## config.mk

```make
export PLATFORM = sky130hd
export DESIGN_NAME = div
export DESIGN_NICKNAME = d
export VERILOG_FILES = /design/src/rtl/div.sv
export SDC_FILE = /design/constraint.sdc
export NUM_CORES = 1
export LEC_CHECK = 0
export ABC_AREA = 0
export BUFFER_PORTS_ARGS = -buffer_cell sky130_fd_sc_hd__buf_2
export CAP_MARGIN = 5
export CORE_MARGIN = 4
export CORE_UTILIZATION = 41
export DETAILED_ROUTE_END_ITERATION = 10
export PLACE_DENSITY = 0.64
export SLEW_MARGIN = 15
export SYNTH_ARGS = -nofsm -noshare
export SYNTH_HDL_FRONTEND = slang
export SYNTH_SLANG_ARGS = --single-unit
```

## constraint.sdc

```tcl
create_clock -name clk -period 6.5 [get_ports clk]
set_input_delay 0.975 -clock clk [delete_from_list [all_inputs] [get_ports clk]]
set_output_delay 0.975 -clock clk [all_outputs]
set_load 0.01 [all_outputs]
```

## src/rtl/div.sv

```systemverilog
// div: 32-bit signed iterative restoring divider (HI=remainder, LO=quotient); optional macro DIV_ZERO_DETECT_EN short-circuits divide-by-zero
module div (
    input  logic        clk,
    input  logic        reset,
    input  logic [31:0] in_A,
    input  logic [31:0] in_B,
    input  logic        start_operation,
    output logic        stop_operation,
    output logic        div_zero,
    output logic [31:0] HI,
    output logic [31:0] LO
);
    typedef enum logic [1:0] {IDLE, RUN, DONE} state_t;
    state_t      state_q, state_d;
    logic [5:0]  cnt_q, cnt_d;
    logic [31:0] quo_q, quo_d, rem_q, rem_d, dvs_q, dvs_d, hi_q, hi_d, lo_q, lo_d;
    logic        sa_q, sa_d, sb_q, sb_d, stop_q, stop_d;
    logic [32:0] shifted, diff;
    logic [31:0] quo_step, rem_step;
`ifdef DIV_ZERO_DETECT_EN
    logic        dz_q, dz_d;
    assign div_zero = dz_q;
`else
    assign div_zero = 1'b0;
`endif
    assign stop_operation = stop_q;
    assign HI = hi_q;
    assign LO = lo_q;

    // one unsigned restoring step: shift next dividend bit into the remainder, subtract if it fits
    always_comb begin
        shifted  = {rem_q, quo_q[31]};
        diff     = shifted - {1'b0, dvs_q};
        rem_step = diff[32] ? shifted[31:0] : diff[31:0];
        quo_step = {quo_q[30:0], ~diff[32]};
    end

    // next-state and datapath updates; results are sign-corrected as they are written at the last step
    always_comb begin
        state_d = state_q;
        cnt_d   = cnt_q;
        quo_d   = quo_q;
        rem_d   = rem_q;
        dvs_d   = dvs_q;
        sa_d    = sa_q;
        sb_d    = sb_q;
        hi_d    = hi_q;
        lo_d    = lo_q;
        stop_d  = 1'b0;
`ifdef DIV_ZERO_DETECT_EN
        dz_d    = 1'b0;
`endif
        case (state_q)
            IDLE: begin
                if (start_operation) begin
`ifdef DIV_ZERO_DETECT_EN
                    if (in_B == 32'd0) begin
                        state_d = DONE;
                        stop_d  = 1'b1;
                        dz_d    = 1'b1;
                    end else begin
`else
                    begin
`endif
                        state_d = RUN;
                        quo_d   = in_A[31] ? -in_A : in_A;
                        dvs_d   = in_B[31] ? -in_B : in_B;
                        sa_d    = in_A[31];
                        sb_d    = in_B[31];
                        rem_d   = 32'd0;
                        cnt_d   = 6'd0;
                    end
                end
            end
            RUN: begin
                quo_d = quo_step;
                rem_d = rem_step;
                cnt_d = cnt_q + 6'd1;
                if (cnt_q == 6'd31) begin
                    state_d = DONE;
                    stop_d  = 1'b1;
                    lo_d    = (sa_q ^ sb_q) ? -quo_step : quo_step;
                    hi_d    = sa_q ? -rem_step : rem_step;
                end
            end
            DONE:    state_d = IDLE;
            default: state_d = IDLE;
        endcase
    end

    // state register with asynchronous active-low clear of every flop
    always_ff @(posedge clk or negedge reset) begin
        if (!reset) begin
            state_q <= IDLE;
            cnt_q   <= 6'd0;
            quo_q   <= 32'd0;
            rem_q   <= 32'd0;
            dvs_q   <= 32'd0;
            sa_q    <= 1'b0;
            sb_q    <= 1'b0;
            hi_q    <= 32'd0;
            lo_q    <= 32'd0;
            stop_q  <= 1'b0;
`ifdef DIV_ZERO_DETECT_EN
            dz_q    <= 1'b0;
`endif
        end else begin
            state_q <= state_d;
            cnt_q   <= cnt_d;
            quo_q   <= quo_d;
            rem_q   <= rem_d;
            dvs_q   <= dvs_d;
            sa_q    <= sa_d;
            sb_q    <= sb_d;
            hi_q    <= hi_d;
            lo_q    <= lo_d;
            stop_q  <= stop_d;
`ifdef DIV_ZERO_DETECT_EN
            dz_q    <= dz_d;
`endif
        end
    end
endmodule

```

==> out/metrics.cfg, run 1 <==
[yosys]
muxShareOfSynthArea = 0.0262
yosys_warnings = 0
synth-edff-count = 0
yosys_register_bits = 171
synth_fa_ha_area_frac = 0.0413
synth-xor-area-share = 0.107
synth_cells = 1415
yosysUniqueCellTypes = 78
synth_area_sq_mm = 0.0117
synthArstFlopShare = 1.00
yosysTopAreaCellShare = 0.366
synth_top_cell_by_area = dfrtp_1
syn_area_per_cell_sq_um = 8.27
synth_nets = 1520
synth_top_family_by_area = compound AO/OA/AOI/OAI gates
yosys.area_share.simple = 0.167
synth_seq_area_share = 0.366
synth_top_flop_cell = dfrtp_1
ys_top_cells_by_area = dfrtp_1, o21ai_0, nand2_1
synth_compound_area_frac = 0.246

[clocking]
cts_inserted_buffers = 17
worstSkewPairLatency_ns = 0.45
hold_buffers = 0
htreeDepth = 4
cts_sinks = 171
cts_setup_buffers = 0
clockRootBuffer = clkbuf_16
cts_resized = 0
path_clk_slew_ns = 0.07
clockBufferDepth = 2
cts_tree = built

[floorplan]
row_count = 61
die_w_microns = 177
ios = 133
fp.dieArea_sq_mm = 0.0313
die_h_microns = 177
core-area_sq_mm = 0.0280
initial_core_util = 0.418

[worst_setup_path]
end_kind = register
cp-start-kind = register
reg2reg_from = quo_q[31]
cp.required_ns = 6.80
crit_path_max_fanout = 32
timing_worst_setup_path_type = register to register
critPathArrivalTime_ns = 6.12
r2r_end = HI[28]
reg2reg_setup_slack_ns = 0.68
reg2reg_depth = 20

[placement]
place_congestion = 0.928
io_buffers = 131
hpwlAfterDp_microns = 25000
dp.cells = 1853

[hold_path]
min_path_cells = 2
hold_end = HI[19]
hold_start = HI[19]
hold_path.class = register to register

[power_and_ir_drop]
total_power_uw = 7330
power.static_leakage_uw = 0.00568
power.density_mw_per_mm2 = 556
vdd_drop_max_uv = 262

[cells_and_area]
final_cell_mix = o21ai_0, nand2_1, dfrtp_1
drive_above_1_share = 0.134
diodes = 0
layout_commonest_cell = o21ai_0
nNetsFinal = 1599
instances_no_fill = 1885
area_growth_pct = 12.8

[drt]
initialDrtViolationCount = 837
ant_nets = 0
routedWlPerCell_microns = 17.4
num_vias = 10500
avgViaCountPerCell = 5.57
wl_microns = 32900
drc = 0
first_pass_iters = 7

[grt]
grt_max_degree = 103
grt_overflow = 0
globalRouteMet2Util = 0.287
grtUsageMet1 = 0.346
grt.busiest_layer = met1
antenna_found_initial = 0
grt_pass1_wl_microns = 52900
grt_pass1_vias = 9736
grt_use_total = 0.209
use_met3 = 0.0301

[timing]
setup_viol = 0
fmax_mhz = 172
maxSlewViolCount = 0
min_period_ns = 5.82
finalHoldViolations = 0
maxSlewHeadroom = 0.346
fin_setup_tns_ns = 0
min_period_over_period = 0.895
fin_skew_ns = 0.0196
rsz0062_at_grt = false
hold_ws_ns = 0.474
tightest_slew_ns = 0.981

[job]
maxCapViolCount = 0

[status]
status = finished clean

[per-layer routing]
metal	routed length (microns)	vias up
met5	0	-
li1	-	5227
met1	17200	4915
met2	13200	333
met4	293	0
met3	2090	22
[report_power, final]
group,switching (uW),internal [uW]
clock network,506,549
logic,2850,1680
registers,412,1340
total,3770,3560
[kinds of logic (layout without fill, tap and decap cells)]
family	after synthesis	in the layout
AOI/OAI and AO/OA	474	474
and+or+nand+nor	420	420
DFF	171	171
xor gates and xnor gates	143	143
buffers and inverters	138	230
adders and majority gates	38	38
muxes	30	30
other	1	1
[how the worst max path moves through the flow]
stage                    from     end  slack [ns]  cells past startpoint
finish              quo_q[31]  HI[28]        0.68                     20
global route        quo_q[31]  HI[18]        0.26                     20
CTS                 quo_q[31]  HI[28]        0.76                     20
detailed placement  quo_q[31]  HI[28]        0.78                     20
global placement    quo_q[31]  HI[28]        0.94                     20
floorplan           quo_q[31]  HI[28]        1.38                     24
[worst max-delay path, cell delays in order (launching register included)]
cell	delay (ns)
dfrtp_1	0.41
inv_1	0.06
ha_1	0.22
fa_1	0.39
nand2b_1	0.19
a21oi_1	0.31
o211ai_1	0.21
a21oi_1	0.42
nor3_4	0.19
nor2_8	0.51
inv_2	0.29
a21oi_1	0.34
ha_1	0.23
or3b_2	0.46
or3_1	0.33
nor3_1	0.15
mux2_2	0.24
nand3_1	0.17
o31ai_1	0.31
xnor2_1	0.15
o21ai_0	0.09
[per-stage QoR]
stage,util,setup WS [ns],cell area (sq um)
floorplan,-,1.38,11700
global placement,0.450,0.942,12600
detailed placement,0.450,0.782,12600
CTS,0.471,0.758,13200
global route,0.471,0.257,13200
finish,0.471,0.684,13200
[layout make-up]
type	instances	area (sq um)
fill	2808	14800
multi-input combinational	1106	6910
sequential	171	4280
inverter	59	221
timing repair buffer	139	722
tap	378	473
clock buffer	17	425
clock inverter	15	169
[state kept, by name, indices dropped and copies added, names as in the netlist]
register / count
state_q: 2
sa_q: 1
quo_q: 32
cnt_q: 6
sb_q: 1
LO: 32
dvs_q: 32
stop_operation: 1
rem_q: 32
HI: 32
[synthesized netlist by cell type, types with 4 or more instances]
library cell	number
nand2_1	210
a21o_1	8
nor2b_1	4
inv_1	57
nor2_1	62
a22oi_1	25
dfrtp_1	171
mux2i_1	25
clkbuf_1	63
or3_1	26
nand3_1	17
xor2_1	82
o21ai_0	225
o22ai_1	21
o2111ai_1	4
ha_1	37
o31ai_1	26
a211oi_1	5
o21a_1	7
buf_2	10
xnor2_1	61
nand4_1	16
nand2b_1	13
buf_1	4
a31oi_1	7
or4_1	11
or2_2	5
nor3_1	27
nor4_1	9
o211ai_1	5
o21bai_1	5
o21ai_1	8
a21oi_1	76
mux2_2	5
and2_1	4
o41ai_1	17
a21boi_0	4
Note: power is estimated with default switching activity, not from simulation.
==> run 2: changes to the inputs <==
--- a/config.mk
+++ b/config.mk
@@ -12,6 +12,7 @@
 export CORE_UTILIZATION = 41
 export DETAILED_ROUTE_END_ITERATION = 10
 export PLACE_DENSITY = 0.64
+export RECOVER_POWER = 25
 export SLEW_MARGIN = 15
 export SYNTH_ARGS = -nofsm -noshare
 export SYNTH_HDL_FRONTEND = slang
==> run 2 against run 1 <==
  * The run now ends with max-capacitance violations, max-slew violations left
  * First-iteration DRC count up 0.36%
  * Worst setup slack better by 0.0068 ns
  * Core utilization about the same
  * Worst hold slack unchanged
  * Sequential cell count unchanged
  * Global-route usage unchanged
  * Via count up 0.15%
  * Sequential power about the same
  * Power about the same
  * Routed wire length about the same
  * Clock-buffer cell count unchanged
  * Die area unchanged
  * Critical path type unchanged
  * Largest cell class unchanged
==> out/metrics.cfg, run 2 (same netlist as run 1, synthesis figures left out) <==
[clocking]
hold_buffers = 0
path_clk_slew_ns = 0.07
clockRootBuffer = clkbuf_16
cts_tree = built
worstSkewPairLatency_ns = 0.45
htreeDepth = 4
cts_sinks = 171
clockBufferDepth = 2
cts_inserted_buffers = 17
cts_setup_buffers = 0
cts_resized = 0

[worst_setup_path]
reg2reg_setup_slack_ns = 0.69
cp_slowest_cell = nor2_8
end_kind = register
path_common_cell = a21oi_1
critPathArrivalTime_ns = 6.11
cp-startpoint = quo_q[31]
reg2reg_depth = 20
cp.depth = 20
r2r_end = HI[28]
crit_path_max_fanout = 32
critical-path-top-delay-family = simple AND/OR/NAND/NOR gates
cp_num_buf_inv = 2
crit_chain = inv_1, ha_1, fa_1, nand2b_1, a21oi_1, o211ai_1, a21oi_1, nor3_4, nor2_8, inv_2, a21oi_1, ha_1, or3b_2, or3_1, nor3_1, mux2_2, nand3_1, o31ai_1, xnor2_1, o21ai_0
cp-start-kind = register
reg2reg_from = quo_q[31]
cp-endpoint = HI[28]
cp.required_ns = 6.80
worst_path_largest_cell_delay_ns = 0.51
timing_worst_setup_path_type = register to register

[power_and_ir_drop]
power.density_mw_per_mm2 = 556
internal_power_uw = 3560
total_power_uw = 7330
vdd_drop_max_uv = 262
pwr-share-comb = 0.617
power.static_leakage_uw = 0.00568
seq_power_share = 0.239
p_clk_frac = 0.144
swShare = 0.514
power_switching_uw = 3770

[drt]
avgViaCountPerCell = 5.58
num_vias = 10500
initialDrtViolationCount = 840
first_pass_iters = 5
ant_nets = 0
wl_microns = 32900
routedWlPerCell_microns = 17.4
drc = 0

[placement]
hpwlAfterDp_microns = 25000
place_congestion = 0.928
io_buffers = 131

[timing]
fin_skew_ns = 0.0195
fin_setup_tns_ns = 0
maxSlewHeadroom = -2.10
setup_viol = 0
fmax_mhz = 172
tightest_slew_ns = 4.64
finalHoldViolations = 0
min_period_ns = 5.81
min_period_over_period = 0.894
rsz0062_at_grt = false
maxSlewViolCount = 103

[grt]
grt_overflow = 0
antenna_found_initial = 0
grt_max_degree = 103
grt_pass1_wl_microns = 52900
grt_pass1_vias = 9736
grt_use_total = 0.209

[status]
failed_checks = max-capacitance violations, max-slew violations
status = finished, violations left

[floorplan]
die_w_microns = 177
row_count = 61
initial_core_util = 0.418
fp.dieArea_sq_mm = 0.0313
core-area_sq_mm = 0.0280
ios = 133
die_h_microns = 177

[cells_and_area]
nNetsFinal = 1599
layout_commonest_cell = o21ai_0
drive_above_1_share = 0.133
area_growth_pct = 12.8
final_cell_mix = o21ai_0, nand2_1, dfrtp_1
diodes = 0

[hold_path]
hold_path.class = register to register

[job]
maxCapViolCount = 1

run 2: cell type report:
cell class | count | area (sq um)
well taps | 378 | 473
clock buffers | 17 | 425
repair buffers | 139 | 719
clock inverters | 15 | 169
fillers | 2808 | 14800
inverters | 59 | 221
multi-input cells | 1106 | 6910
flip-flops and latches | 171 | 4280
run 2: worst min path at each step:
stage / from / end / slack [ns] / cells past startpoint
global placement: HI[6] / HI[6] / 0.46 / 2
CTS: HI[19] / HI[19] / 0.48 / 2
global route: HI[9] / HI[9] / 0.50 / 2
floorplan: dvs_q[10] / dvs_q[10] / 0.45 / 2
finish: HI[19] / HI[19] / 0.47 / 2
detailed placement: HI[19] / HI[19] / 0.46 / 2
run 2: worst min-delay path: stages (launching register included):
cell and delay, ns:
dfrtp_1 0.34, nand2_1 0.04, o21ai_0 0.06
run 2: power by group through the flow:
stage	combinational, uW	clock (uW)	sequential [uW]
finish	4530	1060	1750
global placement	4380	0	1730
CTS	4460	1070	1730
detailed placement	4440	0	1750
global route	4990	1120	1780
floorplan	3410	0	1570
run 2: metrics by stage:
step | instances | worst slack (ns) | util | hold slack (ns) | area, sq um
after floorplan | 1415 | 1.38 | - | 0.450 | 11700
after detailed placement | 1853 | 0.782 | 0.450 | 0.465 | 12600
after global placement | 1853 | 0.942 | 0.450 | 0.455 | 12600
after global routing | 1885 | 0.257 | 0.471 | 0.502 | 13200
after CTS | 1885 | 0.758 | 0.471 | 0.482 | 13200
final | 1885 | 0.691 | 0.471 | 0.474 | 13200
run 2: per-layer routing:
layer | track usage | routed length [microns]
met5 | 0 | 0
met4 | 0.0380 | 293
met3 | 0.0301 | 2120
met2 | 0.287 | 13300
met1 | 0.346 | 17200
